[src/rtl/decode_execute_stage_if.sv]
// Decode-to-execute stage bus: decode inputs, register-file read port,
// write-back bypass source, execute-stage outputs and stall reporting.
interface decode_execute_stage_if #(
    parameter int XLEN   = 32,
    parameter int CTRL_W = 16,
    parameter int CNT_W  = 32
);
    logic              valid_d;
    logic [31:0]       instr_d;
    logic [XLEN-1:0]   pc_d;
    logic [XLEN-1:0]   pc_plus4_d;
    logic [CTRL_W-1:0] ctrl_d;
    logic              reg_write_d;
    logic              mem_read_d;
    logic [4:0]        rs1_d;
    logic [4:0]        rs2_d;
    logic [XLEN-1:0]   rd1_d;
    logic [XLEN-1:0]   rd2_d;
    logic              wb_we;
    logic [4:0]        wb_rd;
    logic [XLEN-1:0]   wb_data;
    logic              hold_e;
    logic              flush_e;
    logic              stall_d;
    logic              valid_e;
    logic              reg_write_e;
    logic              mem_read_e;
    logic [CTRL_W-1:0] ctrl_e;
    logic [XLEN-1:0]   pc_e;
    logic [XLEN-1:0]   pc_plus4_e;
    logic [XLEN-1:0]   op1_e;
    logic [XLEN-1:0]   op2_e;
    logic [4:0]        rs1_e;
    logic [4:0]        rs2_e;
    logic [4:0]        rd_e;
    logic [CNT_W-1:0]  stall_cnt;

    modport slave (
        input  valid_d, instr_d, pc_d, pc_plus4_d, ctrl_d, reg_write_d, mem_read_d,
        input  rd1_d, rd2_d, wb_we, wb_rd, wb_data, hold_e, flush_e,
        output rs1_d, rs2_d, stall_d,
        output valid_e, reg_write_e, mem_read_e, ctrl_e, pc_e, pc_plus4_e,
        output op1_e, op2_e, rs1_e, rs2_e, rd_e, stall_cnt
    );

    modport master (
        output valid_d, instr_d, pc_d, pc_plus4_d, ctrl_d, reg_write_d, mem_read_d,
        output rd1_d, rd2_d, wb_we, wb_rd, wb_data, hold_e, flush_e,
        input  rs1_d, rs2_d, stall_d,
        input  valid_e, reg_write_e, mem_read_e, ctrl_e, pc_e, pc_plus4_e,
        input  op1_e, op2_e, rs1_e, rs2_e, rd_e, stall_cnt
    );
endinterface

[src/rtl/decode_execute_stage.sv]
// Decode/execute pipeline register with write-back bypass, load-use bubble
// insertion, hold/flush handling and a saturating stall-cycle counter.
module decode_execute_stage #(
    parameter int XLEN   = 32,
    parameter int CTRL_W = 16,
    parameter int CNT_W  = 32
) (
    input  logic                  clk,
    input  logic                  rst,
    decode_execute_stage_if.slave bus
);

    typedef struct packed {
        logic              valid;
        logic              reg_write;
        logic              mem_read;
        logic [CTRL_W-1:0] ctrl;
        logic [XLEN-1:0]   pc;
        logic [XLEN-1:0]   pc_plus4;
        logic [XLEN-1:0]   op1;
        logic [XLEN-1:0]   op2;
        logic [4:0]        rs1;
        logic [4:0]        rs2;
        logic [4:0]        rd;
    } ex_t;

    localparam ex_t            EX_CLEAR = ex_t'({$bits(ex_t){1'b0}});
    localparam logic [CNT_W-1:0] CNT_MAX = {CNT_W{1'b1}};

    logic [4:0]      rs1_s;
    logic [4:0]      rs2_s;
    logic [4:0]      rd_s;
    logic [XLEN-1:0] op1_next_s;
    logic [XLEN-1:0] op2_next_s;
    logic            load_use_s;
    logic            stall_s;
    logic            unused_instr_s;
    ex_t             ex_load_s;
    ex_t             ex_r;
    logic [CNT_W-1:0] stall_cnt_r;

    assign rs1_s = bus.instr_d[19:15];
    assign rs2_s = bus.instr_d[24:20];
    assign rd_s  = bus.instr_d[11:7];
    assign unused_instr_s = ^{bus.instr_d[31:25], bus.instr_d[14:12], bus.instr_d[6:0]};

    // Same-cycle write-back overrides stale register-file data; x0 is never bypassed
    always_comb begin
        op1_next_s = bus.rd1_d;
        op2_next_s = bus.rd2_d;
        if (bus.wb_we && (bus.wb_rd != 5'd0) && (bus.wb_rd == rs1_s)) begin
            op1_next_s = bus.wb_data;
        end else begin
            op1_next_s = bus.rd1_d;
        end
        if (bus.wb_we && (bus.wb_rd != 5'd0) && (bus.wb_rd == rs2_s)) begin
            op2_next_s = bus.wb_data;
        end else begin
            op2_next_s = bus.rd2_d;
        end
    end

    // A load in execute whose result the decode instruction needs cannot be forwarded yet
    assign load_use_s = bus.valid_d && ex_r.valid && ex_r.mem_read && (ex_r.rd != 5'd0) &&
                        ((ex_r.rd == rs1_s) || (ex_r.rd == rs2_s));
    assign stall_s    = bus.hold_e || load_use_s;

    // Assemble the execute-stage word loaded in the normal (no stall, no flush) case
    always_comb begin
        ex_load_s           = EX_CLEAR;
        ex_load_s.valid     = bus.valid_d;
        ex_load_s.reg_write = bus.reg_write_d;
        ex_load_s.mem_read  = bus.mem_read_d;
        ex_load_s.ctrl      = bus.ctrl_d;
        ex_load_s.pc        = bus.pc_d;
        ex_load_s.pc_plus4  = bus.pc_plus4_d;
        ex_load_s.op1       = op1_next_s;
        ex_load_s.op2       = op2_next_s;
        ex_load_s.rs1       = rs1_s;
        ex_load_s.rs2       = rs2_s;
        ex_load_s.rd        = rd_s;
    end

    // Execute register: flush outranks hold so a redirect is never lost
    always_ff @(posedge clk or posedge rst) begin
        if (rst) begin
            ex_r <= EX_CLEAR;
        end else if (bus.flush_e) begin
            ex_r <= EX_CLEAR;
        end else if (bus.hold_e) begin
            ex_r <= ex_r;
        end else if (load_use_s) begin
            ex_r <= EX_CLEAR;
        end else begin
            ex_r <= ex_load_s;
        end
    end

    // Saturating count of cycles in which upstream was told to stall
    always_ff @(posedge clk or posedge rst) begin
        if (rst) begin
            stall_cnt_r <= {CNT_W{1'b0}};
        end else if (stall_s && (stall_cnt_r != CNT_MAX)) begin
            stall_cnt_r <= stall_cnt_r + {{(CNT_W-1){1'b0}}, 1'b1};
        end else begin
            stall_cnt_r <= stall_cnt_r;
        end
    end

    assign bus.rs1_d       = rs1_s;
    assign bus.rs2_d       = rs2_s;
    assign bus.stall_d     = stall_s;
    assign bus.valid_e     = ex_r.valid;
    assign bus.reg_write_e = ex_r.reg_write;
    assign bus.mem_read_e  = ex_r.mem_read;
    assign bus.ctrl_e      = ex_r.ctrl;
    assign bus.pc_e        = ex_r.pc;
    assign bus.pc_plus4_e  = ex_r.pc_plus4;
    assign bus.op1_e       = ex_r.op1;
    assign bus.op2_e       = ex_r.op2;
    assign bus.rs1_e       = ex_r.rs1;
    assign bus.rs2_e       = ex_r.rs2;
    assign bus.rd_e        = ex_r.rd;
    assign bus.stall_cnt   = stall_cnt_r;

endmodule

[src/flat_wrapper.sv]
// flat-port wrapper written by rule: the top's interface ports become plain ports
module decode_execute_stage_flat 
#(
    parameter int XLEN   = 32,
    parameter int CTRL_W = 16,
    parameter int CNT_W  = 32
)
  (clk, rst, bus_valid_d, bus_instr_d, bus_pc_d, bus_pc_plus4_d, bus_ctrl_d, bus_reg_write_d, bus_mem_read_d, bus_rd1_d, bus_rd2_d, bus_wb_we, bus_wb_rd, bus_wb_data, bus_hold_e, bus_flush_e, bus_rs1_d, bus_rs2_d, bus_stall_d, bus_valid_e, bus_reg_write_e, bus_mem_read_e, bus_ctrl_e, bus_pc_e, bus_pc_plus4_e, bus_op1_e, bus_op2_e, bus_rs1_e, bus_rs2_e, bus_rd_e, bus_stall_cnt);
  decode_execute_stage_if #(.XLEN(XLEN), .CTRL_W(CTRL_W), .CNT_W(CNT_W)) bus_i ();
  input  logic clk;
  input  logic rst;
  input wire logic [$bits(bus_i.valid_d)-1:0] bus_valid_d;
  input wire logic [$bits(bus_i.instr_d)-1:0] bus_instr_d;
  input wire logic [$bits(bus_i.pc_d)-1:0] bus_pc_d;
  input wire logic [$bits(bus_i.pc_plus4_d)-1:0] bus_pc_plus4_d;
  input wire logic [$bits(bus_i.ctrl_d)-1:0] bus_ctrl_d;
  input wire logic [$bits(bus_i.reg_write_d)-1:0] bus_reg_write_d;
  input wire logic [$bits(bus_i.mem_read_d)-1:0] bus_mem_read_d;
  input wire logic [$bits(bus_i.rd1_d)-1:0] bus_rd1_d;
  input wire logic [$bits(bus_i.rd2_d)-1:0] bus_rd2_d;
  input wire logic [$bits(bus_i.wb_we)-1:0] bus_wb_we;
  input wire logic [$bits(bus_i.wb_rd)-1:0] bus_wb_rd;
  input wire logic [$bits(bus_i.wb_data)-1:0] bus_wb_data;
  input wire logic [$bits(bus_i.hold_e)-1:0] bus_hold_e;
  input wire logic [$bits(bus_i.flush_e)-1:0] bus_flush_e;
  output wire logic [$bits(bus_i.rs1_d)-1:0] bus_rs1_d;
  output wire logic [$bits(bus_i.rs2_d)-1:0] bus_rs2_d;
  output wire logic [$bits(bus_i.stall_d)-1:0] bus_stall_d;
  output wire logic [$bits(bus_i.valid_e)-1:0] bus_valid_e;
  output wire logic [$bits(bus_i.reg_write_e)-1:0] bus_reg_write_e;
  output wire logic [$bits(bus_i.mem_read_e)-1:0] bus_mem_read_e;
  output wire logic [$bits(bus_i.ctrl_e)-1:0] bus_ctrl_e;
  output wire logic [$bits(bus_i.pc_e)-1:0] bus_pc_e;
  output wire logic [$bits(bus_i.pc_plus4_e)-1:0] bus_pc_plus4_e;
  output wire logic [$bits(bus_i.op1_e)-1:0] bus_op1_e;
  output wire logic [$bits(bus_i.op2_e)-1:0] bus_op2_e;
  output wire logic [$bits(bus_i.rs1_e)-1:0] bus_rs1_e;
  output wire logic [$bits(bus_i.rs2_e)-1:0] bus_rs2_e;
  output wire logic [$bits(bus_i.rd_e)-1:0] bus_rd_e;
  output wire logic [$bits(bus_i.stall_cnt)-1:0] bus_stall_cnt;
  assign bus_i.valid_d = bus_valid_d;
  assign bus_i.instr_d = bus_instr_d;
  assign bus_i.pc_d = bus_pc_d;
  assign bus_i.pc_plus4_d = bus_pc_plus4_d;
  assign bus_i.ctrl_d = bus_ctrl_d;
  assign bus_i.reg_write_d = bus_reg_write_d;
  assign bus_i.mem_read_d = bus_mem_read_d;
  assign bus_i.rd1_d = bus_rd1_d;
  assign bus_i.rd2_d = bus_rd2_d;
  assign bus_i.wb_we = bus_wb_we;
  assign bus_i.wb_rd = bus_wb_rd;
  assign bus_i.wb_data = bus_wb_data;
  assign bus_i.hold_e = bus_hold_e;
  assign bus_i.flush_e = bus_flush_e;
  assign bus_rs1_d = bus_i.rs1_d;
  assign bus_rs2_d = bus_i.rs2_d;
  assign bus_stall_d = bus_i.stall_d;
  assign bus_valid_e = bus_i.valid_e;
  assign bus_reg_write_e = bus_i.reg_write_e;
  assign bus_mem_read_e = bus_i.mem_read_e;
  assign bus_ctrl_e = bus_i.ctrl_e;
  assign bus_pc_e = bus_i.pc_e;
  assign bus_pc_plus4_e = bus_i.pc_plus4_e;
  assign bus_op1_e = bus_i.op1_e;
  assign bus_op2_e = bus_i.op2_e;
  assign bus_rs1_e = bus_i.rs1_e;
  assign bus_rs2_e = bus_i.rs2_e;
  assign bus_rd_e = bus_i.rd_e;
  assign bus_stall_cnt = bus_i.stall_cnt;
  decode_execute_stage #(.XLEN(XLEN), .CTRL_W(CTRL_W), .CNT_W(CNT_W)) u_core (.clk(clk), .rst(rst), .bus(bus_i));
endmodule
[config.mk]
export PLATFORM = sky130hd
export DESIGN_NAME = decode_execute_stage_flat
export DESIGN_NICKNAME = d
export VERILOG_FILES = /design/src/rtl/decode_execute_stage_if.sv /design/src/rtl/decode_execute_stage.sv /design/src/flat_wrapper.sv
export SDC_FILE = /design/constraint.sdc
export NUM_CORES = 1
export LEC_CHECK = 0
export BUFFER_PORTS_ARGS = -buffer_cell sky130_fd_sc_hd__buf_2
export CAP_MARGIN = 5
export CORE_AREA = 5 5 164 166
export DETAILED_ROUTE_END_ITERATION = 6
export DIE_AREA = 0 0 169 171
export GPL_TIMING_DRIVEN = 0
export PLACE_DENSITY = 0.69
export SLEW_MARGIN = 0
export SYNTH_ARGS = -nofsm -noshare
export SYNTH_HDL_FRONTEND = slang
export SYNTH_SLANG_ARGS = --single-unit
[constraint.sdc]
create_clock -name clk -period 13.95 [get_ports clk]
set_clock_uncertainty 0.15 [all_clocks]
set_input_delay 0.6975 -clock clk [delete_from_list [all_inputs] [get_ports clk]]
set_output_delay 0.6975 -clock clk [all_outputs]
set_load 0.05 [all_outputs]
# --- After elaboration in Yosys (flattened, before gate mapping) ---
# Cells that the tools add are included.
word_totals:
  register_bits: 194
  latchBits: 0
  mem_bits_rw: 0
  romBits: 0
  out_inout_bits: 205
  elab_cells: 36
  mem_count: 0
op_classes:
  n_addsub: 1
  multipliers: 0
  n_div: 0
  order_cmp: 0
  n_eq_ne: 6
  n_shift: 0
  n_mux: 5
  bitwise: 0
  reduce_logical: 12
op_table:
  columns: ["cell", "n"]
  rows:
  - ["2-to-1 mux 162 bit", 3]
  - ["2-to-1 mux 32 bit", 2]
  - ["adder 32 x 1 -> 32 bit, second input constant", 1]
  - ["inequality test 32 bit, second input constant", 1]
  - ["equality test 5 bit", 4]
  - ["nonzero test 5 bit", 2]
  - ["logical AND 1 bit", 8]
  - ["logical OR 1 bit", 2]
  - ["inequality test 2 x 1 -> 1 bit, second input constant", 1]

# --- Logic depth before layout (Yosys ltp) ---
# Gate-level depths: netlist of run 1.
depth:
  word_depth: 7
  mapped_depth: 9

# --- Worst setup path before layout of run 1 ---
# No wires, ideal clock.
synth_path:
  path_type: "register -> output"
  startpoint: "register u_core.ex_r (netlist bit u_core.bus.rd_e[4])"
  endpoint: "output bus_stall_d"
  arrival_ns: 1.643
  required_time_ns: 13.102
  setup_slack_ns: 11.459
  stages_incl_launch_ff: 6
  cell_sequence: "dfrtp_1 -> xnor2_1 -> nand3_1 -> o22ai_1 -> a21oi_4 -> inv_1"
synth_between:
  elab_chain_len: 4
  elab_cells_between_ends: 7
  classes_between: "eq/ne: 2; reduce/logical: 5"
synth_lines:
  columns: ["element", "line", "text"]
  rows:
  - ["start, declared", "decode_execute_stage.sv:39", "ex_t ex_r;"]
  - ["start signal, assigned", "decode_execute_stage.sv:91", "ex_r <= ex_r;"]
  - ["start signal, assigned", "decode_execute_stage.sv:95", "ex_r <= ex_load_s;"]
  - ["equality test 5 bit / nonzero test 5 bit (equally long branches)", "decode_execute_stage.sv:65, decode_execute_stage.sv:64", null]
  - ["logical OR 1 bit / logical AND 1 bit (equally long branches)", "decode_execute_stage.sv:65, decode_execute_stage.sv:64", null]
  - ["logical AND 1 bit (*)", "decode_execute_stage.sv:64", "assign load_use_s = bus.valid_d && ex_r.valid && ex_r.mem_read && (ex_r.rd != 5'd0) &&"]
  - ["logical OR 1 bit (*)", "decode_execute_stage.sv:66", "assign stall_s = bus.hold_e || load_use_s;"]
  - ["end, declared", "flat_wrapper.sv:28", "output wire logic [$bits(bus_i.stall_d)-1:0] bus_stall_d;"]
# Mark *: on every way between the ends. The rest lies on a longest branch, timed or not.

# --- Worst setup path in the final report of run 1 ---
# Same ends and word-level chain as after synthesis.

==> impl_metrics.sql, run 1 <==
INSERT INTO impl_metrics (metric_group, metric, value, unit) VALUES
('timing', 'timing.max_slew.rel_slack', '0.462', ''),
('timing', 'report.final.slew_viol_count', '0', ''),
('routing', 'residual_drc', '0', ''),
('placement', 'post-dp-hpwl', '21.7', 'mm'),
('setup_path', 'arrival', '1.97', 'ns'),
('clock_network', 'ctsRootBufferMaster', 'sky130_fd_sc_hd__clkbuf_16', ''),
('clock_network', 'htree_num_levels', '4', ''),
('logic_synthesis', 'avgSynthCellArea', '12.1', 'µm²'),
('placement', 'placed_cell_area', '10800', 'µm²'),
('global_route', 'grt_pass1_vias', '7353', ''),
('logic_synthesis', 'synthDominantCellAreaShare', '0.582', ''),
('setup_path', 'path_class', 'reg -> out', ''),
('clock_network', 'cts.reportedPaths.clkPinSlew', '0.08', 'ns'),
('setup_path', 'timing.critical_path.depth', '6', ''),
('setup_path', 'worstSetupEndpoint', 'bus_stall_d', ''),
('flow_run', 'max_cap_viol_count', '0', ''),
('clock_network', 'cts_setup_buffers', '0', ''),
('power_and_ir_drop', 'peak_ir_drop_on_the_vdd_network', '131', 'µV'),
('setup_path', 'critPathMaxFanout', '8', ''),
('setup_path', 'worstSetupStartpointType', 'flop', ''),
('setup_path', 'timing.rr.end', 'u_core.bus.op1_e[9]', ''),
('setup_path', 'worstRegToRegCells', '8', ''),
('timing', 'fmax', '355', 'MHz'),
('routing', 'drtAntennaViolNets', '0', ''),
('global_route', 'number_of_antenna_violations_at_the_first_check_in_global_routing', '3', ''),
('routing', 'drt-pass1-iter-count', '4', ''),
('logic_synthesis', 'synth.distinct_cells', '40', ''),
('clock_network', 'later_pin_clock_latency_in_the_skew_report', '0.42', 'ns'),
('global_route', 'first_pass_grt_wire_length', '42.2', 'mm'),
('logic_synthesis', 'synth-seq-cells', '194', ''),
('setup_path', 'number_of_buffers_and_inverters_on_the_critical_path', '2', ''),
('global_route', 'grt_remaining_overflow', '0', ''),
('logic_synthesis', 'yosys_warnings', '0', ''),
('setup_path', 'crit_path_top_delay_cell', 'sky130_fd_sc_hd__dfrtp_1', ''),
('routing', 'routed_wirelength', '27.8', 'mm'),
('clock_network', 'cts_num_sinks', '194', ''),
('timing', 'final_hold_viol_count', '0', ''),
('power_and_ir_drop', 'powerDensity', '125', 'nW/µm²'),
('timing', 'final.period_utilization', '0.202', ''),
('timing', 'max_slew.worst_pin.slew', '0.803', 'ns'),
('floorplanning', 'floorplan.rows', '59', ''),
('timing', 'final_setup_fails', '0', ''),
('routing', 'viasPerCell', '4.85', ''),
('global_route', 'global_route.usage.total', '0.187', ''),
('clock_network', 'tritoncts', 'built', ''),
('power_and_ir_drop', 'power_report.internal_total', '0.930', 'mW'),
('run_status', 'status', 'finished clean', ''),
('power_and_ir_drop', 'power.switching_fraction', '0.350', ''),
('setup_path', 'timing.critical_path.cells', 'xnor2_1, nand3_1, o22ai_1, a21oi_4, inv_1, buf_2', ''),
('logic_synthesis', 'async_flop_share', '1.00', ''),
('placement', 'place.gp.congestion', '0.849', ''),
('clock_network', 'cts_made_buffers', '17', ''),
('logic_synthesis', 'synth_edf_count', '0', ''),
('floorplanning', 'floorplan.core_area', '25500', 'µm²'),
('setup_path', 'critical_path.endpoint_type', 'output port', ''),
('placement', 'placed_cells_incl_taps', '1433', ''),
('setup_path', 'cp-startpoint', 'u_core.bus.rd_e[4]', ''),
('clock_network', 'cts_buffer_depth', '2', ''),
('cells_and_area', 'leading_cell_type_in_the_layout_fill_and_taps_excluded', 'sky130_fd_sc_hd__buf_2', ''),
('cells_and_area', 'post_layout_instance_area', '11400', 'µm²'),
('floorplanning', 'floorplan.die_area', '28900', 'µm²'),
('cells_and_area', 'drive_above_1_share', '0.431', ''),
('setup_path', 'timing.critical_path.required', '13.10', 'ns'),
('logic_synthesis', 'post-synth-top-area-cell', 'sky130_fd_sc_hd__dfrtp_1', ''),
('routing', 'detailedRoute.firstIterationViolations', '416', ''),
('floorplanning', 'floorplan.io_pins', '426', ''),
('logic_synthesis', 'synthesized_net_count', '911', ''),
('clock_network', 'holdBufCountCts', '0', ''),
('cells_and_area', 'post_layout_nonfiller_instances', '1468', ''),
('setup_path', 'timing.reg2reg.setup_slack', '11.43', 'ns'),
('timing', 'fin_tns_setup', '0', 'ns');
-- power groups by stage --
stage | clock network, mW | registers, mW | logic, mW
after floorplan | 0 | 0.762 | 0.0827
after global placement | 0 | 0.637 | 0.309
after detailed placement | 0 | 0.637 | 0.314
after CTS | 0.506 | 0.627 | 0.314
after global routing | 0.528 | 0.633 | 0.329
final | 0.493 | 0.628 | 0.310
-- per-layer routing --
layer  track usage  up-vias  routed length (µm)
met3        0.0453       41                1840
li1              -     3324                   -
met5             0        -                   0
met1         0.245     3484               11600
met2         0.305      278               13600
met4        0.0648        0                 725
-- cell families (layout without fill, tap and decap cells) --
family | after synthesis | after routing | synth area share
flops | 194 | 194 | 0.582
compound gates | 170 | 170 | 0.154
simple gates | 151 | 151 | 0.0901
mux | 64 | 64 | 0.0768
buf+inv | 58 | 499 | 0.0418
xor+xnor | 51 | 51 | 0.0535
fa+ha+maj | 1 | 1 | 0.00150
other cells | 0 | 3 | 0
-- sequential cells by signal, summed over array words and instances (netlist names) --
| register | count |
|---|---|
| u_core.bus.rs1_e | 5 |
| u_core.bus.rs2_e | 5 |
| u_core.bus.rd_e | 5 |
| u_core.bus.op1_e | 32 |
| u_core.bus.valid_e | 1 |
| u_core.bus.mem_read_e | 1 |
| u_core.bus.pc_plus4_e | 32 |
| u_core.bus.pc_e | 32 |
| u_core.bus.ctrl_e | 16 |
| u_core.bus.op2_e | 32 |
| u_core.bus.stall_cnt | 32 |
| u_core.bus.reg_write_e | 1 |
-- through the flow --
stage          setup slack, ns  hold WS (ns)
2_1_floorplan             7.82         0.599
3_5_place_dp             10.77         0.317
3_3_place_gp              5.75         0.309
4_1_cts                  11.12         0.247
6_report                 11.14         0.229
5_1_grt                  10.98         0.269
-- worst reg2reg max path: cells and delay by family, from the launching register on --
kind | cells | cell delay (ns)
flip-flops | 1 | 0.48
XOR/XNOR | 1 | 0.21
AND/OR/NAND/NOR | 2 | 0.24
AO/OA/AOI/OAI | 3 | 0.60
buffers and inverters | 2 | 0.70
-- area by class of cell --
class | count | area (µm²) | area share
Sequential cell | 194 | 4850 | 0.424
Multi-Input combinational cell | 437 | 3140 | 0.274
Timing Repair Buffer | 409 | 2070 | 0.181
Clock buffer | 18 | 439 | 0.0384
Tap cell | 335 | 419 | 0.0366
Buffer | 52 | 327 | 0.0285
Clock inverter | 14 | 160 | 0.0140
Inverter | 6 | 30.0 | 0.00262
Antenna cell | 3 | 7.51 | 0.000656
-- how the worst min path moves through the flow --
stage	slack, ns	to	from	cells past startpoint
after detailed placement	0.32	u_core.bus.op1_e[8]	u_core.bus.op1_e[8]	2
after global routing	0.27	u_core.bus.op1_e[24]	rst	2
final	0.23	u_core.bus.op1_e[22]	rst	2
after global placement	0.31	u_core.bus.op1_e[8]	u_core.bus.op1_e[8]	2
after CTS	0.25	u_core.bus.op2_e[24]	rst	2
after floorplan	0.60	u_core.bus.op1_e[12]	u_core.bus.op1_e[12]	2
-- synth_stat cells, types with 11 or more instances --
cell type	count
sky130_fd_sc_hd__o21ai_1	49
sky130_fd_sc_hd__xor2_1	15
sky130_fd_sc_hd__nand2_1	80
sky130_fd_sc_hd__nor2_1	14
sky130_fd_sc_hd__mux2i_1	64
sky130_fd_sc_hd__buf_6	11
sky130_fd_sc_hd__clkbuf_1	22
sky130_fd_sc_hd__nand4_1	12
sky130_fd_sc_hd__nand3_1	18
sky130_fd_sc_hd__dfrtp_1	194
sky130_fd_sc_hd__a22o_1	98
sky130_fd_sc_hd__xnor2_1	36
sky130_fd_sc_hd__o21ai_0	15
No activity file was read; power rests on OpenSTA's default activity.
==> inputs of run 2 (changes only) <==
Settings changed: PLACE_DENSITY 0.69 to 0.71.
Clock period 13.95 ns to 2.45 ns, I/O delays scaled along.
==> impl_metrics.sql, run 2 (same netlist as run 1, synthesis figures left out) <==
INSERT INTO impl_metrics (metric_group, metric, value, unit) VALUES
('run_status', 'status', 'finished clean', ''),
('floorplanning', 'dieHeight', '171', 'µm'),
('clock_network', 'tritoncts', 'built', ''),
('clock_network', 'ctsRootBufferMaster', 'sky130_fd_sc_hd__clkbuf_16', ''),
('placement', 'preCtsSetupSlack', '-0.174', 'ns'),
('timing', 'timing.final.ws_setup', '0.0106', 'ns'),
('routing', 'viasPerCell', '5.02', ''),
('global_route', 'grt_start_max_net_pins', '43', ''),
('worst_hold_path', 'min_path_type', 'in -> reg', ''),
('setup_path', 'critical-path-max-stage-delay', '0.46', 'ns'),
('placement', 'port_buffers', '408', ''),
('cells_and_area', 'layout-area-overhead-vs-synth', '65.8', '%'),
('setup_path', 'timing.critical_path.cells', 'xnor2_1, nand3_1, o22ai_1, a21oi_4, nand2b_1, buf_2, clkbuf_1, o21ai_0', ''),
('setup_path', 'arrival', '2.58', 'ns'),
('timing', 'final.period_utilization', '0.996', ''),
('setup_path', 'number_of_buffers_and_inverters_on_the_critical_path', '2', ''),
('routing', 'detailedRoute.firstIterationViolations', '658', ''),
('floorplanning', 'floorplan.initialDensity', '0.328', ''),
('setup_path', 'worstSetupStartpointType', 'flop', ''),
('routing', 'detail_route.wl_per_cell', '19.9', 'µm'),
('global_route', 'number_of_antenna_violations_at_the_first_check_in_global_routing', '4', ''),
('flow_run', 'max_cap_viol_count', '0', ''),
('power_and_ir_drop', 'peak_ir_drop_on_the_vdd_network', '470', 'µV'),
('cells_and_area', 'final_core_utilization', '0.543', ''),
('cells_and_area', 'sequential_cell_area', '4850', 'µm²'),
('timing', 'final_setup_fails', '0', ''),
('timing', 'max_slew.worst_pin.slew', '1.01', 'ns'),
('setup_path', 'kind_of_cell_adding_the_most_delay_to_the_critical_path', 'buffers and inverters', ''),
('routing', 'routed_wirelength', '33.9', 'mm'),
('clock_network', 'later_pin_clock_latency_in_the_skew_report', '0.42', 'ns'),
('setup_path', 'critical_path.endpoint_type', 'flop', ''),
('global_route', 'first_pass_grt_wire_length', '51.2', 'mm'),
('timing', 'fmax', '410', 'MHz'),
('routing', 'drt-pass1-iter-count', '5', ''),
('timing', 'report.final.slew_viol_count', '0', ''),
('timing', 'fin_tns_setup', '0', 'ns'),
('floorplanning', 'floorplan.core_area', '25500', 'µm²'),
('global_route', 'global_route.usage.total', '0.226', ''),
('clock_network', 'cts.reportedPaths.clkPinSlew', '0.08', 'ns'),
('routing', 'vias', '8540', ''),
('global_route', 'grt_pass1_vias', '9306', ''),
('setup_path', 'crit_path_top_delay_cell', 'sky130_fd_sc_hd__dfrtp_1', ''),
('setup_path', 'timing.critical_path.required', '2.59', 'ns'),
('setup_path', 'critPathMaxFanout', '10', ''),
('placement', 'post-dp-hpwl', '21.5', 'mm'),
('setup_path', 'path_class', 'reg -> reg', ''),
('clock_network', 'cts_buffer_depth', '2', ''),
('power_and_ir_drop', 'p_leak', '6.89', 'nW'),
('clock_network', 'cts_num_sinks', '194', ''),
('floorplanning', 'chipWidth', '169', 'µm'),
('clock_network', 'cts_made_buffers', '17', ''),
('global_route', 'grt_remaining_overflow', '0', ''),
('cells_and_area', 'drive_above_1_share', '0.363', ''),
('power_and_ir_drop', 'total_power', '8.65', 'mW'),
('cells_and_area', 'leading_cell_type_in_the_layout_fill_and_taps_excluded', 'sky130_fd_sc_hd__buf_2', ''),
('timing', 'timing.max_slew.rel_slack', '0.323', ''),
('cells_and_area', 'layout.cells.most_common_list', 'sky130_fd_sc_hd__buf_2 (417), sky130_fd_sc_hd__dlygate4sd3_1 (227), sky130_fd_sc_hd__dfrtp_1 (194)', ''),
('routing', 'residual_drc', '0', ''),
('floorplanning', 'floorplan.die_area', '28900', 'µm²'),
('cells_and_area', 'finish.net_count', '1570', ''),
('floorplanning', 'floorplan.rows', '59', ''),
('timing', 'fin_hold_ws', '0.0958', 'ns'),
('timing', 'final_hold_viol_count', '0', ''),
('floorplanning', 'floorplan.io_pins', '426', ''),
('timing', 'final_period_minus_worst_setup_slack', '2.44', 'ns'),
('timing', 'rsz0062_at_grt', 'yes', ''),
('cells_and_area', 'multi_input_area', '3150', 'µm²'),
('placement', 'place.gp.congestion', '0.872', ''),
('clock_network', 'cts_setup_buffers', '0', ''),
('clock_network', 'htree_num_levels', '4', ''),
('cells_and_area', 'layout.filler_cells', '2113', ''),
('routing', 'drtAntennaViolNets', '0', ''),
('power_and_ir_drop', 'powerDensity', '626', 'nW/µm²');
[run 2: changes by cell type in the layout (fill, tap and decap cells not counted), sizes merged]
cell / change
bufinv: +2
buf: +6
diode: +2
clkbuf: -3
clkinvlp: -1
inv: -2
dlygate4sd3: +227
clkinv: +1
[run 2: path summary, 6_finish.rpt]
path                                        endpoint                  from  cells past startpoint  slack (ns)
setup / recovery                u_core.bus.op1_e[11]    u_core.bus.rd_e[2]                      8        0.01
hold / removal              u_core.bus.stall_cnt[24]            bus_hold_e                      4         0.1
setup reg to reg                u_core.bus.op1_e[11]    u_core.bus.rd_e[2]                      8        0.01
hold reg to reg                 u_core.bus.op2_e[21]  u_core.bus.op2_e[21]                      2        0.33
max in group asynchronous  u_core.bus.pc_plus4_e[15]                   rst                      5        1.01
min in group asynchronous        u_core.bus.rs2_e[1]                   rst                      3        0.23
[run 2: tightest hold or removal path, delay by kind of cell]
kind / cells / cell delay [ns]
AO/OA/AOI/OAI: 1 / 0.07
buffers and inverters: 1 / 0.12
XOR/XNOR: 1 / 0.09
AND/OR/NAND/NOR: 1 / 0.22
[run 2: power breakdown]
group / internal [mW] / switching, mW / total [mW] / leakage, nW
registers: 3.40 / 0.174 / 3.58 / 2.58
logic: 0.749 / 1.38 / 2.13 / 4.01
clock network: 1.57 / 1.38 / 2.94 / 0.303
[run 2: metal layers]
metal  wire [µm]  GRT usage  vias up  share of wire
met2       16800      0.385      480           0.50
li1            -          -     3795              -
met1       13000      0.266     4130           0.39
met4        1650      0.118        0          0.049
met3        2360     0.0575      135          0.070
met5           0          0        -              0
[run 2: layout make-up]
class	count	share of cell area
flip-flops and latches	194	0.351
repair buffers	640	0.320
multi-input cells	437	0.228
clock buffers	17	0.0308
well taps	335	0.0303
plain buffers	52	0.0239
clock inverters	14	0.0139
inverters	6	0.00190
diodes	5	0.000905
[run 2: metrics by stage]
stage	instance area, µm²	instances
after floorplan	8350	689
after global placement	10800	1432
after detailed placement	10900	1437
after CTS	13800	1695
after global routing	13800	1699
final	13800	1700
[run 2: what timing repair did]
item,4_1_cts,5_1_grt
resized for setup,1,7
hold buffers,227,0
endpoints found under the hold margin,191,0
pin swaps,0,1
gates cloned,0,0
endpoints found under the setup margin,2,47
==> inputs of run 3 (changes only) <==
Settings changed: ABC_AREA set to 1, CORE_AREA 5 5 164 166 to not set, CORE_MARGIN set to 5, CORE_UTILIZATION set to 40, CTS_CLUSTER_DIAMETER set to 30, DIE_AREA 0 0 169 171 to not set, PLACE_DENSITY 0.71 to 0.78.
==> impl_metrics.sql, run 3 <==
INSERT INTO impl_metrics (metric_group, metric, value, unit) VALUES
('setup_path', 'timing.critical_path.required', '2.63', 'ns'),
('cells_and_area', 'finish.net_count', '2301', ''),
('timing', 'rsz0062_at_grt', 'no', ''),
('clock_network', 'tritoncts', 'built', ''),
('power_and_ir_drop', 'share_clk_of_total_power', '0.335', ''),
('floorplanning', 'floorplan.rows', '59', ''),
('setup_path', 'timing.rr.end', 'u_core.bus.stall_cnt[0]', ''),
('global_route', 'groute.layer.met2.usage', '0.473', ''),
('logic_synthesis', 'synthesized_net_count', '1674', ''),
('global_route', 'number_of_antenna_violations_at_the_first_check_in_global_routing', '4', ''),
('power_and_ir_drop', 'power_report.internal_total', '5.58', 'mW'),
('clock_network', 'cts_buffer_depth', '2', ''),
('global_route', 'met3_usage', '0.0737', ''),
('timing', 'final_hold_viol_count', '0', ''),
('cells_and_area', 'final_core_utilization', '0.606', ''),
('global_route', 'grt_remaining_overflow', '0', ''),
('power_and_ir_drop', 'p_leak', '8.91', 'nW'),
('placement', 'port_buffers', '407', ''),
('timing', 'fmax', '430', 'MHz'),
('timing', 'final_setup_fails', '0', ''),
('logic_synthesis', 'netlist_area', '10700', 'µm²'),
('logic_synthesis', 'synth.most_common_cell', 'sky130_fd_sc_hd__nand2_1', ''),
('global_route', 'grt_use_met1', '0.330', ''),
('flow_run', 'max_cap_viol_count', '0', ''),
('worst_hold_path', 'whs_path_depth', '4', ''),
('global_route', 'grt_start_max_net_pins', '43', ''),
('routing', 'detailedRoute.firstIterationViolations', '1375', ''),
('setup_path', 'path_class', 'in -> reg', ''),
('cells_and_area', 'layout-area-overhead-vs-synth', '48.4', '%'),
('global_route', 'global_route.usage.total', '0.280', ''),
('timing', 'final.period_utilization', '0.950', ''),
('routing', 'residual_drc', '0', ''),
('timing', 'timing.max_slew.rel_slack', '0.511', ''),
('setup_path', 'timing.reg2reg.setup_slack', '0.28', 'ns'),
('timing', 'report.final.slew_viol_count', '0', ''),
('power_and_ir_drop', 'powerDensity', '549', 'nW/µm²'),
('logic_synthesis', 'synthesis.instances', '1452', ''),
('logic_synthesis', 'synth.distinct_cells', '27', ''),
('clock_network', 'htree_num_levels', '4', ''),
('logic_synthesis', 'synthTopCellsByArea', 'sky130_fd_sc_hd__dfrtp_1 (45%), sky130_fd_sc_hd__nand2_1 (14%), sky130_fd_sc_hd__nand3_1 (9.8%), sky130_fd_sc_hd__inv_1 (6.7%), sky130_fd_sc_hd__nand4_1 (6.1%)', ''),
('clock_network', 'cts_made_buffers', '17', ''),
('setup_path', 'arrival', '2.51', 'ns'),
('setup_path', 'r2r-start', 'u_core.bus.stall_cnt[0]', ''),
('floorplanning', 'floorplan.core_area', '26200', 'µm²'),
('logic_synthesis', 'synth_sequential_area_ratio', '0.454', ''),
('setup_path', 'crit_path_top_delay_cell', 'sky130_fd_sc_hd__dlygate4sd3_1', ''),
('setup_path', 'kind_of_cell_adding_the_most_delay_to_the_critical_path', 'buffers and inverters', ''),
('clock_network', 'cts_num_sinks', '194', ''),
('setup_path', 'worstRegToRegCells', '10', ''),
('logic_synthesis', 'synth-simple-area-share', '0.363', ''),
('global_route', 'first_pass_grt_wire_length', '69.0', 'mm'),
('logic_synthesis', 'synth_edf_count', '0', ''),
('logic_synthesis', 'yosys_warnings', '0', ''),
('placement', 'placed_cells_incl_taps', '2199', ''),
('placement', 'place.gp.congestion', '0.947', ''),
('timing', 'fin_tns_setup', '0', 'ns'),
('setup_path', 'worstSetupStartpointType', 'input port', ''),
('logic_synthesis', 'synth_top_family_by_area', 'simple AND/OR/NAND/NOR gates', ''),
('logic_synthesis', 'synth-seq-cells', '194', ''),
('routing', 'drt-pass1-iter-count', '7', ''),
('cells_and_area', 'layout.cells.most_common_list', 'sky130_fd_sc_hd__buf_2 (441), sky130_fd_sc_hd__nand2_1 (410), sky130_fd_sc_hd__nand3_1 (208)', ''),
('setup_path', 'critical-path-max-stage-delay', '0.55', 'ns'),
('logic_synthesis', 'synth_cell_count_leaders', 'sky130_fd_sc_hd__nand2_1 (410), sky130_fd_sc_hd__nand3_1 (209), sky130_fd_sc_hd__dfrtp_1 (194), sky130_fd_sc_hd__inv_1 (190), sky130_fd_sc_hd__nor2_1 (120)', ''),
('clock_network', 'later_pin_clock_latency_in_the_skew_report', '0.43', 'ns'),
('timing', 'max_slew.worst_pin.slew', '0.732', 'ns'),
('power_and_ir_drop', 'power.switching_fraction', '0.359', ''),
('setup_path', 'timing.critical_path.cells', 'dlygate4sd3_1, buf_2, xor2_1, a21oi_2, nand3_2, nand2_1, nand2_1, dlygate4sd3_1, o21bai_1', ''),
('routing', 'vias', '12861', ''),
('global_route', 'grt_pass1_vias', '12915', ''),
('floorplanning', 'dieHeight', '174', 'µm'),
('global_route', 'gr_peak_layer', 'met2', ''),
('setup_path', 'number_of_buffers_and_inverters_on_the_critical_path', '3', ''),
('floorplanning', 'chipWidth', '174', 'µm'),
('power_and_ir_drop', 'power_switching', '3.13', 'mW'),
('routing', 'drtAntennaViolNets', '0', ''),
('placement', 'placed_cell_area', '13300', 'µm²'),
('worst_hold_path', 'min_path_type', 'in -> reg', ''),
('worst_hold_path', 'worstHoldStart', 'bus_flush_e', ''),
('logic_synthesis', 'avgSynthCellArea', '7.37', 'µm²'),
('floorplanning', 'floorplan.die_area', '30100', 'µm²'),
('routing', 'detail_route.wl_per_cell', '17.9', 'µm'),
('power_and_ir_drop', 'pwr-share-comb', '0.259', ''),
('clock_network', 'cts_setup_buffers', '0', ''),
('clock_network', 'ctsRootBufferMaster', 'sky130_fd_sc_hd__clkbuf_16', ''),
('cells_and_area', 'drive_above_1_share', '0.247', ''),
('setup_path', 'critPathMaxFanout', '6', ''),
('power_and_ir_drop', 'total_power', '8.71', 'mW'),
('logic_synthesis', 'synthDominantCellAreaShare', '0.454', ''),
('routing', 'routed_wirelength', '43.4', 'mm'),
('floorplanning', 'floorplan.initialDensity', '0.408', ''),
('run_status', 'status', 'finished clean', ''),
('placement', 'post-dp-hpwl', '29.6', 'mm'),
('clock_network', 'cts.reportedPaths.clkPinSlew', '0.07', 'ns'),
('timing', 'final_period_minus_worst_setup_slack', '2.33', 'ns'),
('setup_path', 'critical_path.endpoint_type', 'flop', ''),
('cells_and_area', 'post_layout_instance_area', '15900', 'µm²'),
('power_and_ir_drop', 'peak_ir_drop_on_the_vdd_network', '330', 'µV'),
('logic_synthesis', 'synth_xor_area_frac', '0.0205', ''),
('logic_synthesis', 'muxShareOfSynthArea', '0', ''),
('cells_and_area', 'leading_cell_type_in_the_layout_fill_and_taps_excluded', 'sky130_fd_sc_hd__buf_2', ''),
('floorplanning', 'floorplan.io_pins', '426', ''),
('logic_synthesis', 'post-synth-top-area-cell', 'sky130_fd_sc_hd__dfrtp_1', ''),
('power_and_ir_drop', 'sequential_power_share', '0.406', ''),
('routing', 'viasPerCell', '5.29', ''),
('logic_synthesis', 'synth_fa_ha_area_frac', '0.00117', ''),
('logic_synthesis', 'synthFlopType', 'sky130_fd_sc_hd__dfrtp_1', ''),
('logic_synthesis', 'synth-compound-area-share', '0.0465', ''),
('cells_and_area', 'post_layout_nonfiller_instances', '2433', ''),
('logic_synthesis', 'async_flop_share', '1.00', ''),
('worst_hold_path', 'hold_path_end', 'u_core.bus.op2_e[30]', '');
-- run 3: per-layer routing --
layer  vias to the layer above  part of all wire
li1                       5876                 -
met1                      5914              0.37
met2                       882              0.47
met3                       189              0.10
met4                         0             0.053
met5                         -                 0
-- run 3: logic make-up (layout without fill, tap and decap cells) --
logic type               count (synthesis)  count (layout)
AO/OA/AOI/OAI                           66              66
XOR/XNOR                                25              25
adder cells (fa/ha/maj)                  1               1
buffers and inverters                  298             938
flip-flops                             194             194
other                                    0               6
AND/OR/NAND/NOR                        868             868
-- run 3: stage by stage --
stage          setup slack, ns  hold WS (ns)
5_1_grt                 0.0118         0.163
3_3_place_gp             -1.59         0.219
3_5_place_dp             0.292         0.124
2_1_floorplan           -0.327         0.124
6_report                 0.122         0.129
4_1_cts                 0.0141         0.113
-- run 3: timing repair --
action	4_1_cts	5_1_grt
endpoints found under the hold margin	190	0
pin swaps	0	0
hold buffers	197	0
endpoints found under the setup margin	1	5
gates resized for setup	1	3
-- run 3: how the worst max path moves through the flow --
| stage | startpoint | to | slack (ns) | cells after the start |
|---|---|---|---|---|
| 2_1_floorplan | rst | u_core.bus.ctrl_e[0] | -0.33 | 1 |
| 3_3_place_gp | rst | u_core.bus.pc_plus4_e[1] | -1.59 | 2 |
| 3_5_place_dp | bus_instr_d[19] | u_core.bus.op1_e[4] | 0.29 | 8 |
| 4_1_cts | u_core.bus.rd_e[0] | bus_stall_d | 0.01 | 9 |
| 5_1_grt | u_core.bus.rd_e[0] | bus_stall_d | 0.01 | 8 |
| 6_report | bus_instr_d[17] | u_core.bus.op1_e[30] | 0.12 | 9 |
-- run 3: worst min-delay path, cell delays in order --
cell and delay, ns:
sky130_fd_sc_hd__buf_2 0.09, sky130_fd_sc_hd__inv_2 0.10, sky130_fd_sc_hd__nand3_2 0.25, sky130_fd_sc_hd__o21bai_1 0.09
-- run 3: power by group through the flow --
stage / clock, mW / sequential, mW / combinational (mW)
finish: 2.92 / 3.54 / 2.26
global route: 3.11 / 3.56 / 2.41
CTS: 2.97 / 3.53 / 2.22
detailed placement: 0 / 3.59 / 1.97
global placement: 0 / 3.59 / 1.92
floorplan: 0 / 4.25 / 0.647
-- run 3: cell type report --
| cell class | instances | area [µm²] |
|---|---|---|
| antenna | 6 | 15.0 |
| buffer | 100 | 490 |
| clock buffer | 17 | 425 |
| clock inverter | 15 | 184 |
| fill | 2124 | 10300 |
| inverter | 197 | 743 |
| multi-input combinational | 960 | 4630 |
| sequential | 194 | 4850 |
| tap | 335 | 419 |
| timing repair buffer | 609 | 4120 |
